File: config.mk
export PLATFORM = sky130hd
export DESIGN_NAME = fir_requant6_flat
export DESIGN_NICKNAME = d
export VERILOG_FILES = /design/src/rtl/fir_requant6_if.sv /design/src/rtl/fir_requant6.sv /design/src/flat_wrapper.sv
export SDC_FILE = /design/constraint.sdc
export NUM_CORES = 1
export LEC_CHECK = 0
export BUFFER_PORTS_ARGS = -buffer_cell sky130_fd_sc_hd__buf_2
export CAP_MARGIN = 20
export CORE_MARGIN = 4
export CORE_UTILIZATION = 55
export DETAILED_ROUTE_END_ITERATION = 10
export PLACE_DENSITY = 0.82
export SYNTH_ARGS = -nofsm -noshare
export SYNTH_HDL_FRONTEND = slang
export SYNTH_SLANG_ARGS = --single-unit
File: constraint.sdc
create_clock -name clk -period 6.2 [get_ports clk]
set_clock_uncertainty 0.05 [all_clocks]
set_input_delay 0.31 -clock clk [delete_from_list [all_inputs] [get_ports clk]]
set_output_delay 0.31 -clock clk [all_outputs]
set_load 0.1 [all_outputs]
File: src/rtl/fir_requant6_if.sv
// Sample-path bundle for the 6-lane requantizer: lane inputs and block valid in,
// rounded/saturated lanes, saturation flags and statistics out.
interface fir_requant6_if #(
    parameter int IN_W  = 32,
    parameter int OUT_W = 16,
    parameter int CNT_W = 16
);
    logic                    in_valid;
    logic signed [IN_W-1:0]  din0, din1, din2, din3, din4, din5;
    logic                    clr_stats;
    logic                    out_valid;
    logic signed [OUT_W-1:0] dout0, dout1, dout2, dout3, dout4, dout5;
    logic [5:0]              sat_flags;
    logic [CNT_W-1:0]        sat_cnt;
    logic                    sat_sticky;

    modport master (
        output in_valid, din0, din1, din2, din3, din4, din5, clr_stats,
        input  out_valid, dout0, dout1, dout2, dout3, dout4, dout5,
        input  sat_flags, sat_cnt, sat_sticky
    );

    modport slave (
        input  in_valid, din0, din1, din2, din3, din4, din5, clr_stats,
        output out_valid, dout0, dout1, dout2, dout3, dout4, dout5,
        output sat_flags, sat_cnt, sat_sticky
    );
endinterface

File: src/rtl/fir_requant6.sv
// Q2.30 -> Q1.15 requantizer for the 6-lane FIR: round-half-up, saturate,
// drop the start-up transient and keep saturation statistics.
module fir_requant6 #(
    parameter int IN_W   = 32,
    parameter int OUT_W  = 16,
    parameter int SHIFT  = 15,
    parameter int WARMUP = 2,
    parameter int CNT_W  = 16
) (
    input  logic           clk,
    input  logic           rst_n,
    fir_requant6_if.slave  io_bus
);
    localparam int WW = (WARMUP < 1) ? 1 : $clog2(WARMUP + 1);
    localparam logic [WW-1:0]        WARM_END = WW'(WARMUP);
    localparam logic signed [IN_W:0] RND      = (IN_W+1)'(2 ** (SHIFT - 1));
    localparam logic signed [IN_W:0] QMAX     = (IN_W+1)'(2 ** (OUT_W - 1) - 1);
    localparam logic signed [IN_W:0] QMIN     = ~QMAX;

    logic signed [IN_W-1:0]  w_din [6];
    logic signed [IN_W:0]    w_q   [6];
    logic signed [IN_W:0]    r_q   [6];
    logic signed [OUT_W-1:0] w_sat [6];
    logic signed [OUT_W-1:0] r_dout[6];
    logic [5:0]              w_flag;
    logic [5:0]              r_flags;
    logic [WW-1:0]           r_warm;
    logic [1:0]              r_vld;
    logic                    w_acc;
    logic [2:0]              w_pop;
    logic [CNT_W:0]          w_sum;
    logic [CNT_W-1:0]        r_cnt;
    logic                    r_sticky;

    assign w_din[0] = io_bus.din0;
    assign w_din[1] = io_bus.din1;
    assign w_din[2] = io_bus.din2;
    assign w_din[3] = io_bus.din3;
    assign w_din[4] = io_bus.din4;
    assign w_din[5] = io_bus.din5;

    // Blocks arriving before the FIR history is full are processed but never marked valid.
    assign w_acc = io_bus.in_valid && (r_warm == WARM_END);

    always_comb begin
        w_flag = '0;
        for (int k = 0; k < 6; k++) begin
            // One guard bit keeps the rounding add from wrapping at the positive extreme.
            w_q[k]   = ($signed({w_din[k][IN_W-1], w_din[k]}) + RND) >>> SHIFT;
            w_sat[k] = r_q[k][OUT_W-1:0];
            if (r_q[k] > QMAX) begin
                w_sat[k]  = QMAX[OUT_W-1:0];
                w_flag[k] = 1'b1;
            end else if (r_q[k] < QMIN) begin
                w_sat[k]  = QMIN[OUT_W-1:0];
                w_flag[k] = 1'b1;
            end
        end
    end

    always_comb begin
        w_pop = '0;
        for (int k = 0; k < 6; k++) begin
            w_pop = w_pop + 3'(r_flags[k]);
        end
        w_sum = {1'b0, r_cnt} + (CNT_W+1)'(w_pop);
    end

    always_ff @(posedge clk or negedge rst_n) begin
        if (!rst_n) begin
            r_warm   <= '0;
            r_vld    <= '0;
            r_q      <= '{default: '0};
            r_dout   <= '{default: '0};
            r_flags  <= '0;
            r_cnt    <= '0;
            r_sticky <= 1'b0;
        end else begin
            if (io_bus.in_valid && (r_warm != WARM_END)) begin
                r_warm <= r_warm + WW'(1);
            end
            r_vld <= {r_vld[0], w_acc};
            if (w_acc) begin
                r_q <= w_q;
            end
            // Output lanes and flags hold through gaps.
            if (r_vld[0]) begin
                r_dout  <= w_sat;
                r_flags <= w_flag;
            end
            if (io_bus.clr_stats) begin
                r_cnt    <= '0;
                r_sticky <= 1'b0;
            end else if (r_vld[1]) begin
                r_cnt    <= w_sum[CNT_W] ? '1 : w_sum[CNT_W-1:0];
                r_sticky <= r_sticky | (|r_flags);
            end
        end
    end

    assign io_bus.out_valid  = r_vld[1];
    assign io_bus.dout0      = r_dout[0];
    assign io_bus.dout1      = r_dout[1];
    assign io_bus.dout2      = r_dout[2];
    assign io_bus.dout3      = r_dout[3];
    assign io_bus.dout4      = r_dout[4];
    assign io_bus.dout5      = r_dout[5];
    assign io_bus.sat_flags  = r_flags;
    assign io_bus.sat_cnt    = r_cnt;
    assign io_bus.sat_sticky = r_sticky;
endmodule

File: src/flat_wrapper.sv
// flat-port wrapper written by rule: the top's interface ports become plain ports
module fir_requant6_flat 
#(
    parameter int IN_W   = 32,
    parameter int OUT_W  = 16,
    parameter int SHIFT  = 15,
    parameter int WARMUP = 2,
    parameter int CNT_W  = 16
)
  (clk, rst_n, io_bus_in_valid, io_bus_din0, io_bus_din1, io_bus_din2, io_bus_din3, io_bus_din4, io_bus_din5, io_bus_clr_stats, io_bus_out_valid, io_bus_dout0, io_bus_dout1, io_bus_dout2, io_bus_dout3, io_bus_dout4, io_bus_dout5, io_bus_sat_flags, io_bus_sat_cnt, io_bus_sat_sticky);
  fir_requant6_if #(.IN_W(IN_W), .OUT_W(OUT_W), .CNT_W(CNT_W)) io_bus_i ();
  input  logic clk;
  input  logic rst_n;
  input wire logic [$bits(io_bus_i.in_valid)-1:0] io_bus_in_valid;
  input wire logic [$bits(io_bus_i.din0)-1:0] io_bus_din0;
  input wire logic [$bits(io_bus_i.din1)-1:0] io_bus_din1;
  input wire logic [$bits(io_bus_i.din2)-1:0] io_bus_din2;
  input wire logic [$bits(io_bus_i.din3)-1:0] io_bus_din3;
  input wire logic [$bits(io_bus_i.din4)-1:0] io_bus_din4;
  input wire logic [$bits(io_bus_i.din5)-1:0] io_bus_din5;
  input wire logic [$bits(io_bus_i.clr_stats)-1:0] io_bus_clr_stats;
  output wire logic [$bits(io_bus_i.out_valid)-1:0] io_bus_out_valid;
  output wire logic [$bits(io_bus_i.dout0)-1:0] io_bus_dout0;
  output wire logic [$bits(io_bus_i.dout1)-1:0] io_bus_dout1;
  output wire logic [$bits(io_bus_i.dout2)-1:0] io_bus_dout2;
  output wire logic [$bits(io_bus_i.dout3)-1:0] io_bus_dout3;
  output wire logic [$bits(io_bus_i.dout4)-1:0] io_bus_dout4;
  output wire logic [$bits(io_bus_i.dout5)-1:0] io_bus_dout5;
  output wire logic [$bits(io_bus_i.sat_flags)-1:0] io_bus_sat_flags;
  output wire logic [$bits(io_bus_i.sat_cnt)-1:0] io_bus_sat_cnt;
  output wire logic [$bits(io_bus_i.sat_sticky)-1:0] io_bus_sat_sticky;
  assign io_bus_i.in_valid = io_bus_in_valid;
  assign io_bus_i.din0 = io_bus_din0;
  assign io_bus_i.din1 = io_bus_din1;
  assign io_bus_i.din2 = io_bus_din2;
  assign io_bus_i.din3 = io_bus_din3;
  assign io_bus_i.din4 = io_bus_din4;
  assign io_bus_i.din5 = io_bus_din5;
  assign io_bus_i.clr_stats = io_bus_clr_stats;
  assign io_bus_out_valid = io_bus_i.out_valid;
  assign io_bus_dout0 = io_bus_i.dout0;
  assign io_bus_dout1 = io_bus_i.dout1;
  assign io_bus_dout2 = io_bus_i.dout2;
  assign io_bus_dout3 = io_bus_i.dout3;
  assign io_bus_dout4 = io_bus_i.dout4;
  assign io_bus_dout5 = io_bus_i.dout5;
  assign io_bus_sat_flags = io_bus_i.sat_flags;
  assign io_bus_sat_cnt = io_bus_i.sat_cnt;
  assign io_bus_sat_sticky = io_bus_i.sat_sticky;
  fir_requant6 #(.IN_W(IN_W), .OUT_W(OUT_W), .SHIFT(SHIFT), .WARMUP(WARMUP), .CNT_W(CNT_W)) u_core (.clk(clk), .rst_n(rst_n), .io_bus(io_bus_i));
endmodule
==> metrics <==
Routed Antenna Nets=0; top post-synthesis cells by count=231 x dfrtp_1, 220 x nand2_1, 122 x nor2_1; DRT Pass-1 Iters=5; DIE AREA=26320 um^2; htree depth=1; row count=56; highest routed layer=met4; vias in the first global route=10730; Syn Nets=1645; most frequent cell after synthesis=dfrtp_1; Die Wd=roughly 160 um; Remaining DRCs=0; final WL=about 32000 um; Cell Area, Synth=about 13000 um^2; Core Footprint=approximately 23000 um^2; FFs w/ async S/R, synth=100.0%; post-synthesis cell count=1433; Overflow after GRT=0; crit share post-route=65.80%; via count=approximately 11000; first-pass GRT wire length=approximately 53000 um; sequential fraction of the synthesis area=roughly 44%; hold crit path type=in -> reg; area leader, netlist=dfrtp_1; fmax=roughly 250 MHz; GRT Total Usage=23.96%; required time worst endpoint=6.57 ns; Die Height=~160 um; Final setup viols=0; Max-slew headroom=a little under a third; Via density=5.753; CTS root buffer=clkbuf_16; status=finished clean; Starting Density=55.75%; I/O pin count=roughly 320; crit path max fanout=7; Final Hold Viols=0; initial antenna violation count=1; Metal-1 WL=13580 um; Layout Nets=around 1800; Clk pin slew, worst setup/hold paths=0.06 ns; DP Area=14360 um^2; Synth top area share=44.18%; Max-cap violations=0; Slew Limit Fails=0; share of cells above drive strength 1=29.69%; Sink Count=231; wire length on met3=1864 um; RD Place Congestion=0.8849; TritonCTS clock tree=done; largest net degree at the start of global routing=99; CP Capture Type=flop; Fin Setup TNS=0 ns; DRT iter0 DRCs=756; Synth Warn #=0; WS Path Type=reg -> reg; wire per inst=between 15 and 20 um; RSZ-0062 raised after global routing=false; critical path startpoint category=flop; minimum clock period=4.079 ns; Area Overhead vs Synth=16.29%; Clock Latency Late Sink=0.52 ns; clk buf depth=3; Setup Buffers After CTS=0; Primary FF master, synth=dfrtp_1; top post-synthesis cells by area=dfrtp_1 44%, mux2_2 8.3%, o21ba_2 6.9%; Port Buffers=231; crit path DAT=4.45 ns; Tightest Pin Transition=1.045 ns; synth unique cells=53; CTS Buf Count=25; final instance area=15220 um^2; metal2 WL=15820 um; Post-synth EDFFs=0; mean post-synth cell area=9.131 um^2; FF-to-FF setup slack=2.12 ns; HPWL after detailed placement=between 20000 and 25000 um; #FFs+latches synth=231
final timing paths:
check                                                       startpoint                              endpoint  depth (start not counted)
worst max-delay path            u_core.io_bus.sat_flags[0]$_DFFE_PN0P_  u_core.io_bus.sat_cnt[1]$_DFFE_PN0P_                         11
worst min-delay path                                   io_bus_din2[31]           u_core.r_q[115]$_DFFE_PN0P_                          3
worst max register to register  u_core.io_bus.sat_flags[0]$_DFFE_PN0P_  u_core.io_bus.sat_cnt[1]$_DFFE_PN0P_                         11
worst min register to register            u_core.r_warm[0]$_DFFE_PN0P_          u_core.r_warm[0]$_DFFE_PN0P_                          1
max in group asynchronous                                        rst_n             u_core.r_vld[0]$_DFF_PN0_                          3
min in group asynchronous                                        rst_n           u_core.r_q[102]$_DFFE_PN0P_                          2
per-layer routing:
metal  global-route usage, %  up-vias
met2                   40.85      379
met4                   7.805        0
met5                       0        -
met3                   3.375       79
met1                   31.75     5389
li1                        -     5354
sequential cells by signal, summed over array words and instances (netlist names):
register	flops
u_core.io_bus.sat_cnt	16
u_core.io_bus.dout5	16
u_core.r_warm	2
u_core.io_bus.sat_flags	6
u_core.r_vld	2
u_core.io_bus.dout2	16
u_core.io_bus.dout0	16
u_core.io_bus.dout4	16
u_core.r_q	108
u_core.io_bus.dout3	16
u_core.io_bus.dout1	16
u_core.io_bus.sat_sticky	1
critical path, cell delays in order, from the launching register on:
cell,delay (ns)
dfrtp_1,0.37
inv_1,0.06
ha_1,0.28
inv_1,0.09
fa_1,0.43
fa_1,0.41
fa_1,0.50
fa_1,0.47
nand2b_1,0.21
a21oi_1,0.49
nand2_1,0.31
a311oi_1,0.32
what timing repair did:
item | CTS | global route
gates resized for setup | 0 | 0
hold buffers | 1 | 0
endpoints found under the setup margin | 0 | 0
endpoints found under the hold margin | 93 | 0
area by class of cell:
cell class	count	area, um^2
antenna	1	2.502
clock buffer	39	758.2
sequential	231	5784
fill	1839	8255
multi-input combinational	1073	6827
timing repair buffer	236	1206
clock inverter	6	82.58
inverter	42	157.7
tap	319	399.1
cell usage in the layout, fill, tap and decap left out, types with 20 or more instances in the layout:
cell	Yosys	routed
a21oi_1	102	102
buf_2	1	230
clkbuf_16	0	25
dfrtp_1	231	230
inv_1	41	41
mux2_2	96	96
nand2_1	220	219
nand3_1	61	61
nand4_1	20	20
nor2_1	122	122
nor3_1	33	33
nor4_1	20	20
o21ai_0	86	86
o21ba_2	90	90
xnor2_1	61	61
metrics by stage:
| step | std cells | hold WS [ns] | setup WS [ns] | util (%) |
|---|---|---|---|---|
| finish | 1947 | 0.03606 | 2.121 | 64.83 |
| global route | 1947 | 0.02844 | 1.877 | 64.83 |
| floorplan | 1433 | -0.03559 | 1.964 | - |
| global placement | 1900 | 0.3361 | 2.330 | 61.19 |
| CTS | 1946 | 0.01802 | 2.161 | 64.82 |
| detailed placement | 1900 | 0.3393 | 2.200 | 61.19 |
cells by family after synthesis:
kind of cell,share of synthesized area [%]
buf+inv,3.710
flops,44.18
simple gates,18.97
fa+ha+maj,1.759
compound gates,17.58
mux,8.644
xor+xnor,5.154
Power is left out: the tool's default activity adds up to more than one toggle a clock period on the data nets, which glitch-free logic cannot reach.
